File: src/rtl/shape_display_ctrl.sv
// Debounces per-frame shape classifier flags and drives a one-hot label select.
// A label must persist CONFIRM_FRAMES frames to show and stays shown at least HOLD_CYCLES.
module shape_display_ctrl #(
    parameter int unsigned CONFIRM_FRAMES = 3,
    parameter int unsigned HOLD_CYCLES    = 25000000
) (
    input  logic clk,
    input  logic reset,
    input  logic frame_valid,
    input  logic circle_det,
    input  logic square_det,
    input  logic triangle_det,
    output logic circle,
    output logic square,
    output logic triangle,
    output logic label_change
);

    localparam int unsigned    TW        = $clog2(HOLD_CYCLES + 1);
    localparam logic [TW-1:0]  HOLD_INIT = TW'(HOLD_CYCLES);
    localparam logic [3:0]     CONF      = 4'(CONFIRM_FRAMES);

    typedef enum logic [1:0] {IDLE, CONFIRM, SHOW} state_t;
    typedef enum logic [1:0] {NONE, CIRC, SQR, TRI} shape_t;

    state_t         state_q, state_d;
    shape_t         cand;
    shape_t         cand_q, cand_d;
    shape_t         shown_q, shown_d;
    shape_t         chal_q, chal_d;
    logic [3:0]     cnt_q, cnt_d;
    logic [3:0]     none_cnt_q, none_cnt_d;
    logic [3:0]     chal_cnt_q, chal_cnt_d;
    logic [TW-1:0]  timer_q, timer_d;
    logic [2:0]     sel_q, sel_d;
    logic           chg_q, chg_d;

    function automatic logic [3:0] sat_inc(input logic [3:0] v);
        return (v == 4'hF) ? v : v + 4'd1;
    endfunction

    // Zero or multiple flags both classify as NONE.
    always_comb begin
        cand = NONE;
        case ({circle_det, square_det, triangle_det})
            3'b100:  cand = CIRC;
            3'b010:  cand = SQR;
            3'b001:  cand = TRI;
            default: cand = NONE;
        endcase
    end

    always_ff @(posedge clk or posedge reset) begin
        if (reset) begin
            state_q    <= IDLE;
            cand_q     <= NONE;
            shown_q    <= NONE;
            chal_q     <= NONE;
            cnt_q      <= '0;
            none_cnt_q <= '0;
            chal_cnt_q <= '0;
            timer_q    <= '0;
            sel_q      <= '0;
            chg_q      <= 1'b0;
        end else begin
            state_q    <= state_d;
            cand_q     <= cand_d;
            shown_q    <= shown_d;
            chal_q     <= chal_d;
            cnt_q      <= cnt_d;
            none_cnt_q <= none_cnt_d;
            chal_cnt_q <= chal_cnt_d;
            timer_q    <= timer_d;
            sel_q      <= sel_d;
            chg_q      <= chg_d;
        end
    end

    always_comb begin
        state_d    = state_q;
        cand_d     = cand_q;
        shown_d    = shown_q;
        chal_d     = chal_q;
        cnt_d      = cnt_q;
        none_cnt_d = none_cnt_q;
        chal_cnt_d = chal_cnt_q;
        timer_d    = timer_q;
        case (state_q)
            IDLE: begin
                if (frame_valid && cand != NONE) begin
                    cand_d = cand;
                    cnt_d  = 4'd1;
                    if (CONF == 4'd1) begin
                        state_d    = SHOW;
                        shown_d    = cand;
                        timer_d    = HOLD_INIT;
                        none_cnt_d = '0;
                        chal_cnt_d = '0;
                    end else begin
                        state_d = CONFIRM;
                    end
                end
            end
            CONFIRM: begin
                if (frame_valid) begin
                    if (cand == NONE) begin
                        state_d = IDLE;
                        cnt_d   = '0;
                    end else if (cand == cand_q) begin
                        cnt_d = sat_inc(cnt_q);
                        if (sat_inc(cnt_q) == CONF) begin
                            state_d    = SHOW;
                            shown_d    = cand_q;
                            timer_d    = HOLD_INIT;
                            none_cnt_d = '0;
                            chal_cnt_d = '0;
                        end
                    end else begin
                        cand_d = cand;
                        cnt_d  = 4'd1;
                    end
                end
            end
            SHOW: begin
                timer_d = (timer_q == '0) ? '0 : timer_q - TW'(1);
                // Decisions use registered counters and pre-empt any frame in the same cycle.
                if (timer_q == '0 && chal_cnt_q >= CONF) begin
                    shown_d    = chal_q;
                    timer_d    = HOLD_INIT;
                    none_cnt_d = '0;
                    chal_cnt_d = '0;
                end else if (timer_q == '0 && none_cnt_q >= CONF) begin
                    state_d    = IDLE;
                    cnt_d      = '0;
                    none_cnt_d = '0;
                    chal_cnt_d = '0;
                end else if (frame_valid) begin
                    if (cand == shown_q) begin
                        none_cnt_d = '0;
                        chal_cnt_d = '0;
                    end else if (cand == NONE) begin
                        none_cnt_d = sat_inc(none_cnt_q);
                        chal_cnt_d = '0;
                    end else begin
                        none_cnt_d = '0;
                        if (cand == chal_q) begin
                            chal_cnt_d = sat_inc(chal_cnt_q);
                        end else begin
                            chal_d     = cand;
                            chal_cnt_d = 4'd1;
                        end
                    end
                end
            end
            default: state_d = IDLE;
        endcase
    end

    // Outputs are derived from next state so they register on the deciding edge.
    always_comb begin
        sel_d = '0;
        if (state_d == SHOW) begin
            case (shown_d)
                CIRC:    sel_d = 3'b100;
                SQR:     sel_d = 3'b010;
                TRI:     sel_d = 3'b001;
                default: sel_d = '0;
            endcase
        end
        chg_d = (sel_d != sel_q);
    end

    assign {circle, square, triangle} = sel_q;
    assign label_change = chg_q;

endmodule

File: config.mk
export PLATFORM = sky130hd
export DESIGN_NAME = shape_display_ctrl
export DESIGN_NICKNAME = d
export VERILOG_FILES = /design/src/rtl/shape_display_ctrl.sv
export SDC_FILE = /design/constraint.sdc
export NUM_CORES = 1
export LEC_CHECK = 0
export CAP_MARGIN = 20
export CORE_MARGIN = 2
export CORE_UTILIZATION = 23
export DETAILED_ROUTE_END_ITERATION = 8
export SYNTH_ARGS = -nofsm -noshare
export SYNTH_HDL_FRONTEND = slang
export SYNTH_SLANG_ARGS = --single-unit
File: constraint.sdc
create_clock -name clk -period 3.1 [get_ports clk]
set_input_delay 0.31 -clock clk [delete_from_list [all_inputs] [get_ports clk]]
set_output_delay 0.31 -clock clk [all_outputs]
set_load 0.005 [all_outputs]
==> run metrics <==
outcome=finished, final reports clean; #FFs+latches synth=49; Final Hold Fails=0; # diodes=0; H-tree depth=2; mean area per synthesized cell=8.24 sq um; gpl congestion=0.856; Multi-input gate area=1960 sq um; final setup vio count=0; final wirelength=8.12 mm; relative slew slack=55.1%; initial DRC count=158; top post-synthesis cells by area=dfrtp_1 (37%), o21ai_0 (6.7%), nor2_1 (5.8%); Peak Freq=344 MHz; storage element area=1230 sq um; share of layout cells above drive strength 1=13.0%; Internal=1020 uW; first-pass GRT wire length=14.1 mm; largest net degree at the start of global routing=38; ys flop type=dfrtp_1; initial antenna violation count=0; Worst IR Drop VDD=0.192 mV; post-route ant nets=0; synth warn=0; power share of the combinational group=10.7%; CP Launch Type=input port; Worst-path clk slew=70 ps; Die Width=124 microns; sw power=341 uW; die height=124 microns; Final Cycle Share=93.7%; syn_nets=415; sequential fraction of the synthesis area=37.1%; Mapped Area=3300 sq um; Overall Global Routing Usage=11.3%; Hold Crit Class=in2async; Period minus WS final=2900 ps; async set or reset register ratio after synthesis=100%; Nets=444; CTS tree=yes; max_cap viols=0; post-DR vias/cell=5.14; Synth-to-Final Area Change=19.4%; clock latency on the worst-skew pair=290 ps; Remaining Overflow, GRT=0; clk_skew=8.59 ps; clk sinks=49; post-synthesis cell count=401; DP Wirelength=5.88 mm; RSZ-0062 raised after global routing=no; Worst Path Required=3260 ps; leak pwr=0.00159 uW; Starting Density=23.7%; vias in the first global route=3,066; kind of critical path=in2reg; DIE AREA=15,300 sq um; Worst-Margin Slew=668 ps; top-area cell type share of the netlist area=37.1%; Final Util=28.3%; Root Buffer Master=clkbuf_16; DRC errors left=0; TritonCTS buffer count=5; TritonRoute pass-1 iters=4; max-slew violation count=0; # port buffers=9; cell with the most instances after synthesis=nor2_1; leading area contributor after synthesis=dfrtp_1; # IOs=10; Final TNS setup=0 ps; core area=13,900 sq um; Net Sw Frac=25.1%; sequential power share=49.7%; post-synth cell types=64; EDFF count, synth=0; FP Rows=43; Clk pwr share=39.6%; Bufs on Longest Clock Path=2; Critical Path Fanout Max=5; synth cell count leaders=nor2_1 (51), dfrtp_1 (49), o21ai_0 (44), nand2_1 (43), a21oi_1 (34); Avg WL per Cell=13.3 microns; via count=3,142; Crit. End Element=flop; number of fill cells=1,455; Worst EP arrival=3060 ps; hold buffer count at cts=0; PD cells=345 nW/um^2
## metrics by stage
step	instance area [sq um]	power (uW)	hold slack, ps	instances	setup WS, ps
after global placement	3800	827	474	603	-63.0
after global routing	3950	1430	300	611	38.4
after floorplan	3300	781	446	401	353
after CTS	3940	1380	285	611	133
final	3950	1360	271	611	196
after detailed placement	3800	834	479	603	-153
## state kept, by name (all words and copies together), names as in the netlist
register / count
timer_q: 25
shown_q: 2
chal_q: 2
chal_cnt_q: 4
state_q: 2
none_cnt_q: 4
sel_q: 3
cand_q: 2
label_change: 1
cnt_q: 4
## layer usage
layer	share of wire [%]	GRT usage [%]	wire, microns
met4	1.3	3.20	104
met1	48	14.8	3860
met3	3.3	1.74	269
met2	48	19.3	3890
met5	0	0	0
## final cells by class
class                      count  area share, %
sequential                    49           31.1
tap                          180           5.71
timing repair buffer          40           8.50
multi-input combinational    319           49.7
inverter                      15           1.43
clock inverter                 1          0.190
clock buffer                   7           3.36
## power groups by stage
stage	logic, uW	clock network, uW	registers (uW)
4_1_cts	147	558	676
3_5_place_dp	146	0	688
6_report	145	539	677
5_1_grt	166	582	677
3_3_place_gp	140	0	687
2_1_floorplan	103	0	678
## final timing paths
kind | start | endpoint | slack (ps) | depth (start not counted)
hold / removal | reset | timer_q[3] | 270 | 2
setup / recovery | square_det | label_change | 200 | 9
hold reg to reg | timer_q[23] | timer_q[23] | 490 | 1
setup reg to reg | timer_q[19] | label_change | 230 | 8
max in group asynchronous | reset | chal_cnt_q[1] | 2020 | 3
min in group clk | timer_q[23] | timer_q[23] | 490 | 1
## timing repair
action                                  4_1_cts  5_1_grt
endpoints found under the setup margin        0        1
setup buffers                                 0        0
resized for setup                             0        1
## cell families after synthesis
group	synth area share [%]
compound gates	24.6
xor+xnor	0.796
fa+ha+maj	3.33
buf+inv	3.90
flops	37.1
mux	3.14
simple gates	27.1
## worst max-delay path, stage by stage
cell and delay (ps):
clkdlybuf4s50_1 530, or4bb_1 510, a31oi_2 290, o211ai_2 180, mux2i_1 170, a221o_1 310, or2_1 230, a2111oi_0 440
nor3_1 100
## layout by cell type (no fill, tap or decap), types with 3 or more instances in the layout
cell type / instances
nand2_1: 43
o21ai_0: 44
o21ai_1: 4
clkdlybuf4s50_1: 9
o21a_1: 4
a21oi_1: 34
or3_1: 6
a211oi_1: 4
nor4_1: 7
o211ai_1: 3
mux2_2: 3
ha_1: 8
mux2i_1: 7
dfrtp_1: 49
o31ai_1: 6
nor2_1: 51
nor4_2: 3
inv_1: 14
or4_1: 6
or3b_1: 3
clkbuf_16: 5
nand2b_1: 5
nand3_1: 10
a31oi_1: 4
nor3_1: 10
buf_4: 30
and3_1: 4
No activity file was read; power rests on OpenSTA's default activity.
